--- config.mk ---
export PLATFORM = sky130hd
export DESIGN_NAME = nibble_add_sched
export DESIGN_NICKNAME = d
export VERILOG_FILES = /design/src/rtl/nibble_add_sched.sv
export SDC_FILE = /design/constraint.sdc
export NUM_CORES = 1
export LEC_CHECK = 0
export ABC_AREA = 1
export CAP_MARGIN = 20
export CORE_AREA = 2 2 132 96
export DETAILED_ROUTE_END_ITERATION = 8
export DIE_AREA = 0 0 134 98
export HOLD_SLACK_MARGIN = 0.12
export PLACE_DENSITY = 0.53
export RECOVER_POWER = 50
export SYNTH_ARGS = -nofsm -noshare
export SYNTH_HDL_FRONTEND = slang
export SYNTH_SLANG_ARGS = --single-unit
--- constraint.sdc ---
create_clock -name clk -period 3.32 [get_ports clk]
set_input_delay 0.83 -clock clk [delete_from_list [all_inputs] [get_ports clk]]
set_output_delay 0.83 -clock clk [all_outputs]
set_load 0.1 [all_outputs]
--- src/rtl/nibble_add_sched.sv ---
// nibble_add_sched: round-robin scheduler sharing one 4-bit add slice.
// Optional subtract mode under `NIBBLE_ADD_SCHED_SUB_EN (adds req0_sub/req1_sub).
module nibble_add_sched #(
  parameter int WIDTH = 16
) (
  input  logic             clk,
  input  logic             rst_n,
  input  logic             req0_valid,
  output logic             req0_ready,
  input  logic [WIDTH-1:0] req0_a,
  input  logic [WIDTH-1:0] req0_b,
  input  logic             req0_cin,
`ifdef NIBBLE_ADD_SCHED_SUB_EN
  input  logic             req0_sub,
  input  logic             req1_sub,
`endif
  input  logic             req1_valid,
  output logic             req1_ready,
  input  logic [WIDTH-1:0] req1_a,
  input  logic [WIDTH-1:0] req1_b,
  input  logic             req1_cin,
  output logic             rsp_valid,
  input  logic             rsp_ready,
  output logic [WIDTH-1:0] rsp_sum,
  output logic             rsp_cout,
  output logic             rsp_id,
  output logic             busy
);

  localparam int NIB = WIDTH / 4;
  localparam int CW  = (NIB > 1) ? $clog2(NIB) : 1;
  localparam logic [CW-1:0] LAST = CW'(NIB - 1);
  localparam logic [WIDTH-1:0] NMASK = WIDTH'(4'hF);

  localparam logic [1:0] S_IDLE = 2'd0;
  localparam logic [1:0] S_RUN  = 2'd1;
  localparam logic [1:0] S_DONE = 2'd2;

  logic [1:0]       state_q, state_d;
  logic [WIDTH-1:0] a_q, a_d;
  logic [WIDTH-1:0] b_q, b_d;
  logic [WIDTH-1:0] sum_q, sum_d;
  logic [CW-1:0]    cnt_q, cnt_d;
  logic             carry_q, carry_d;
  logic             id_q, id_d;
  logic             sub_q, sub_d;
  logic             ptr_q, ptr_d;

  logic             s0, s1;
  logic             gnt0, gnt1;
  logic [CW+1:0]    sh;
  logic [3:0]       na, nb, ns;
  logic [4:0]       c;

`ifdef NIBBLE_ADD_SCHED_SUB_EN
  assign s0 = req0_sub;
  assign s1 = req1_sub;
`else
  assign s0 = 1'b0;
  assign s1 = 1'b0;
`endif

  // ptr_q names the requester that wins a tie
  assign gnt0 = req0_valid & (~req1_valid | ~ptr_q);
  assign gnt1 = req1_valid & (~req0_valid | ptr_q);

  assign req0_ready = (state_q == S_IDLE) & gnt0;
  assign req1_ready = (state_q == S_IDLE) & gnt1;

  assign rsp_valid = (state_q == S_DONE);
  assign rsp_sum   = sum_q;
  assign rsp_cout  = carry_q;
  assign rsp_id    = id_q;
  assign busy      = (state_q != S_IDLE);

  assign sh = {cnt_q, 2'b00};

  always_comb begin
    na   = 4'(a_q >> sh);
    nb   = 4'(b_q >> sh) ^ {4{sub_q}};
    ns   = '0;
    c    = '0;
    c[0] = carry_q;
    for (int i = 0; i < 4; i++) begin
      ns[i]  = na[i] ^ nb[i] ^ c[i];
      c[i+1] = (na[i] & nb[i]) | (na[i] & c[i]) | (nb[i] & c[i]);
    end
  end

  always_comb begin
    state_d = state_q;
    a_d     = a_q;
    b_d     = b_q;
    sum_d   = sum_q;
    cnt_d   = cnt_q;
    carry_d = carry_q;
    id_d    = id_q;
    sub_d   = sub_q;
    ptr_d   = ptr_q;
    unique case (state_q)
      S_IDLE: begin
        if (gnt0 | gnt1) begin
          a_d     = gnt1 ? req1_a : req0_a;
          b_d     = gnt1 ? req1_b : req0_b;
          sub_d   = gnt1 ? s1 : s0;
          carry_d = sub_d | (gnt1 ? req1_cin : req0_cin);
          id_d    = gnt1;
          ptr_d   = ~gnt1;
          cnt_d   = '0;
          state_d = S_RUN;
        end
      end
      S_RUN: begin
        sum_d   = (sum_q & ~(NMASK << sh))
                | (WIDTH'(ns) << sh);
        carry_d = c[4];
        cnt_d   = cnt_q + CW'(1);
        if (cnt_q == LAST) begin
          cnt_d   = '0;
          state_d = S_DONE;
        end
      end
      S_DONE: begin
        if (rsp_ready) state_d = S_IDLE;
      end
      default: state_d = S_IDLE;
    endcase
  end

  always_ff @(posedge clk or negedge rst_n) begin
    if (!rst_n) begin
      state_q <= S_IDLE;
      a_q     <= '0;
      b_q     <= '0;
      sum_q   <= '0;
      cnt_q   <= '0;
      carry_q <= 1'b0;
      id_q    <= 1'b0;
      sub_q   <= 1'b0;
      ptr_q   <= 1'b0;
    end else begin
      state_q <= state_d;
      a_q     <= a_d;
      b_q     <= b_d;
      sum_q   <= sum_d;
      cnt_q   <= cnt_d;
      carry_q <= carry_d;
      id_q    <= id_d;
      sub_q   <= sub_d;
      ptr_q   <= ptr_d;
    end
  end

endmodule

==> run summary <==
Slowest library cell on the worst path: dfrtp_1
Post-synthesis mux area share: 0
DP Area: 3948 µm²
Largest net degree at the start of global routing: 56
Latest clock arrival within the worst-skew pair: 0.30 ns
Final non-filler cell total: 636
Ys Warns: 0
Status: finished clean
Post-Synth Simple-Gate Area: 0.3102
Most used cell, CP: fa_1
Internal Power: 1974 µW
Area Growth Syn to Fin: 39.48%
Setup TNS: 0 ns
TritonCTS Buffers: 5
Sequential power share: 0.280
Die X-Extent: 134 µm
Slew margin rel.: 0.1024
Crit-path max FO: 18
Clk root buf: clkbuf_16
Chip Height: 98 µm
Clock group share of total power: 0.115
Fin nets: 554
Gr usage total: 0.1328
Syn Area/Cell: 7.485 µm²
Static Leak: 0.001925 µW
Max Cap Violations: 0
Post-synthesis sequential area ratio: 0.4752
Longest Clk Path Bufs: 2
Drt drc: 0
Router iterations before antenna repair: 4
Req. time, crit path: 3.49 ns
Post-synthesis xor/xnor area fraction: 0
Post_cts resized: 0
Synthesized cell area: 2897 µm²
Placed insts: 630
Layout cell share with drive strength beyond 1: 0.07384
#FFs+latches synth: 55
CTS Hold Bufs: 0
Tcrit/Tclk final: 0.8983
Vias in the first global route: 2,788
Vias per cell: 4.401
Slew @ Worst Pin: 1.346 ns
PD cells: 1086 nW/µm²
Initial antenna violation count: 0
Clock sink count: 55
Postcts setup bufs: 0
Main combinational cell family by area after synthesis: simple AND/OR/NAND/NOR gates
Initial core utilization: 0.2423
Fin crit period: 2.982 ns
Combinational share of power: 0.606
Core ar.: 11,950 µm²
Synth Area in Adders: 0.04492
Number of buffers added on ports: 92
Worst Skew: 0.005943 ns
DIE AREA: 13,130 µm²
H-tree depth: 2
Final-report hold violation count: 0
DRT iter0 DRCs: 87
Global-route wire length before repair: 13.83 mm
Data arrival, critical path: 3.15 ns
Gr ovfl total: 0
RSZ-0062 raised after global routing: no
N_diodes: 0
Drt wl/cell: 13.25 µm
Max incr delay on CP: 0.52 ns
Cells after Synth: 387
HP Class: flip-flop to flip-flop
DPL Wire Length: 6.626 mm
Sw frac: 0.5500
Crit end category: flip-flop
Synthesized net count: 466
CTS tree: built
Maximum clock rate: 0.3353 GHz
WL final: 8.425 mm
Startpoint types: flip-flop
Post-route ant nets: 0
Cell breakdown of the critical path: inv_2, nor2_1, o22ai_1, fa_1, inv_1, fa_1, fa_1, inv_1, fa_1, nand2_1, o21ai_0
Slew Viols, Final: 0
Post-route cell area: 4040 µm²
Vias: 2,799
Compound-gate portion of the synthesized area: 0.1050
Num ports: 93
# rows: 34
VDD IR max: 592.6 µV
Final-report setup violation count: 0
Post-synth cell types: 20
Clock Pin Slew Worst Setup and Hold Paths: 0.07 ns
Crit Path Class: flip-flop to flip-flop
Sw Pwr: 2413 µW
Final GP Congestion: 0.7722
metrics by stage:
stage	utilization	setup WS, ns	power (µW)	hold slack, ns
2_1_floorplan	-	0.5223	3184	0.4436
3_3_place_gp	0.3302	0.4547	3941	0.4737
3_5_place_dp	0.3302	0.3884	3973	0.4713
4_1_cts	0.3413	0.3687	4482	0.4888
5_1_grt	0.3380	0.1243	4741	0.5028
6_report	0.3380	0.3376	4388	0.4848
final cells by class:
| class | instances | area (µm²) |
|---|---|---|
| Fill cell | 1280 | 7914 |
| Sequential cell | 55 | 1376 |
| Multi-Input combinational cell | 290 | 1333 |
| Timing Repair Buffer | 101 | 913.4 |
| Tap cell | 162 | 202.7 |
| Clock buffer | 5 | 125.1 |
| Inverter | 22 | 82.58 |
| Clock inverter | 1 | 7.507 |
worst max-delay path, delay by kind of cell (launching register included):
family	cells	cell delay (ns)
and+or+nand+nor	2	0.19
AOI/OAI and AO/OA	2	0.31
adders and majority gates	4	1.39
buffers and inverters	3	0.44
DFF	1	0.52
cell usage after synthesis:
library cell	n	area, µm²
nand2_1	164	615.6
dfrtp_1	55	1376
nand3_1	39	195.2
o21ai_0	34	170.2
nor2_1	20	75.07
inv_1	17	63.81
o21ai_1	13	65.06
buf_2	12	60.06
a21oi_1	4	20.02
buf_4	4	30.03
fa_1	4	80.08
ha_1	4	50.05
inv_2	4	15.01
o22ai_1	4	25.02
clkbuf_1	3	11.26
nor2_2	2	12.51
buf_1	1	3.750
clkinv_1	1	3.750
o21ai_4	1	16.27
o31ai_1	1	7.510
routing by layer:
| layer | GRT usage | wire, µm | up-vias |
|---|---|---|---|
| met5 | 0 | 0 | - |
| met4 | 0.02455 | 54 | 0 |
| li1 | - | - | 1407 |
| met2 | 0.2083 | 3647 | 71 |
| met1 | 0.1890 | 4229 | 1315 |
| met3 | 0.03115 | 494 | 6 |
layout by cell type, fill, tap and decap left out:
| cell | Yosys | final |
|---|---|---|
| o21ai_1 | 13 | 13 |
| nand2_1 | 164 | 164 |
| inv_1 | 17 | 17 |
| a21oi_1 | 4 | 4 |
| o22ai_1 | 4 | 4 |
| o21ai_4 | 1 | 1 |
| clkdlybuf4s50_1 | 0 | 69 |
| buf_2 | 12 | 1 |
| clkinv_1 | 1 | 1 |
| nor2_2 | 2 | 2 |
| ha_1 | 4 | 4 |
| fa_1 | 4 | 4 |
| buf_4 | 4 | 18 |
| dfrtp_1 | 55 | 55 |
| nor2_1 | 20 | 20 |
| clkbuf_2 | 0 | 1 |
| clkbuf_1 | 3 | 10 |
| o21ai_0 | 34 | 34 |
| clkinvlp_4 | 0 | 1 |
| nand3_1 | 39 | 39 |
| o31ai_1 | 1 | 1 |
| buf_12 | 0 | 2 |
| clkbuf_16 | 0 | 5 |
| inv_2 | 4 | 4 |
final timing paths:
check	from	cells after the start	end	slack (ns)
worst max-delay path	cnt_q[0]	11	rsp_sum[7]	0.34
worst min-delay path	a_q[3]	2	a_q[3]	0.48
worst max register to register	cnt_q[0]	11	rsp_sum[7]	0.34
worst min register to register	a_q[3]	2	a_q[3]	0.48
max in group asynchronous	rst_n	2	b_q[6]	1.60
min in group asynchronous	rst_n	2	rsp_sum[13]	0.92
state kept, by name (all words and copies together), names as in the netlist:
signal,flops
a_q,16
b_q,16
rsp_id,1
rsp_sum,16
cnt_q,2
state_q,2
rsp_cout,1
ptr_q,1
power groups by stage:
stage          clock [µW]  sequential, µW  combinational, µW
2_1_floorplan           0            1870               1310
3_3_place_gp            0            1240               2700
3_5_place_dp            0            1240               2730
4_1_cts               515            1230               2730
5_1_grt               536            1270               2930
6_report              502            1230               2660
logic make-up after synthesis:
| group | after synthesis |
|---|---|
| AOI/OAI and AO/OA | 57 |
| adders and majority gates | 8 |
| buffers and inverters | 42 |
| DFF | 55 |
| and+or+nand+nor | 225 |
(Power assumes the default switching activity.)
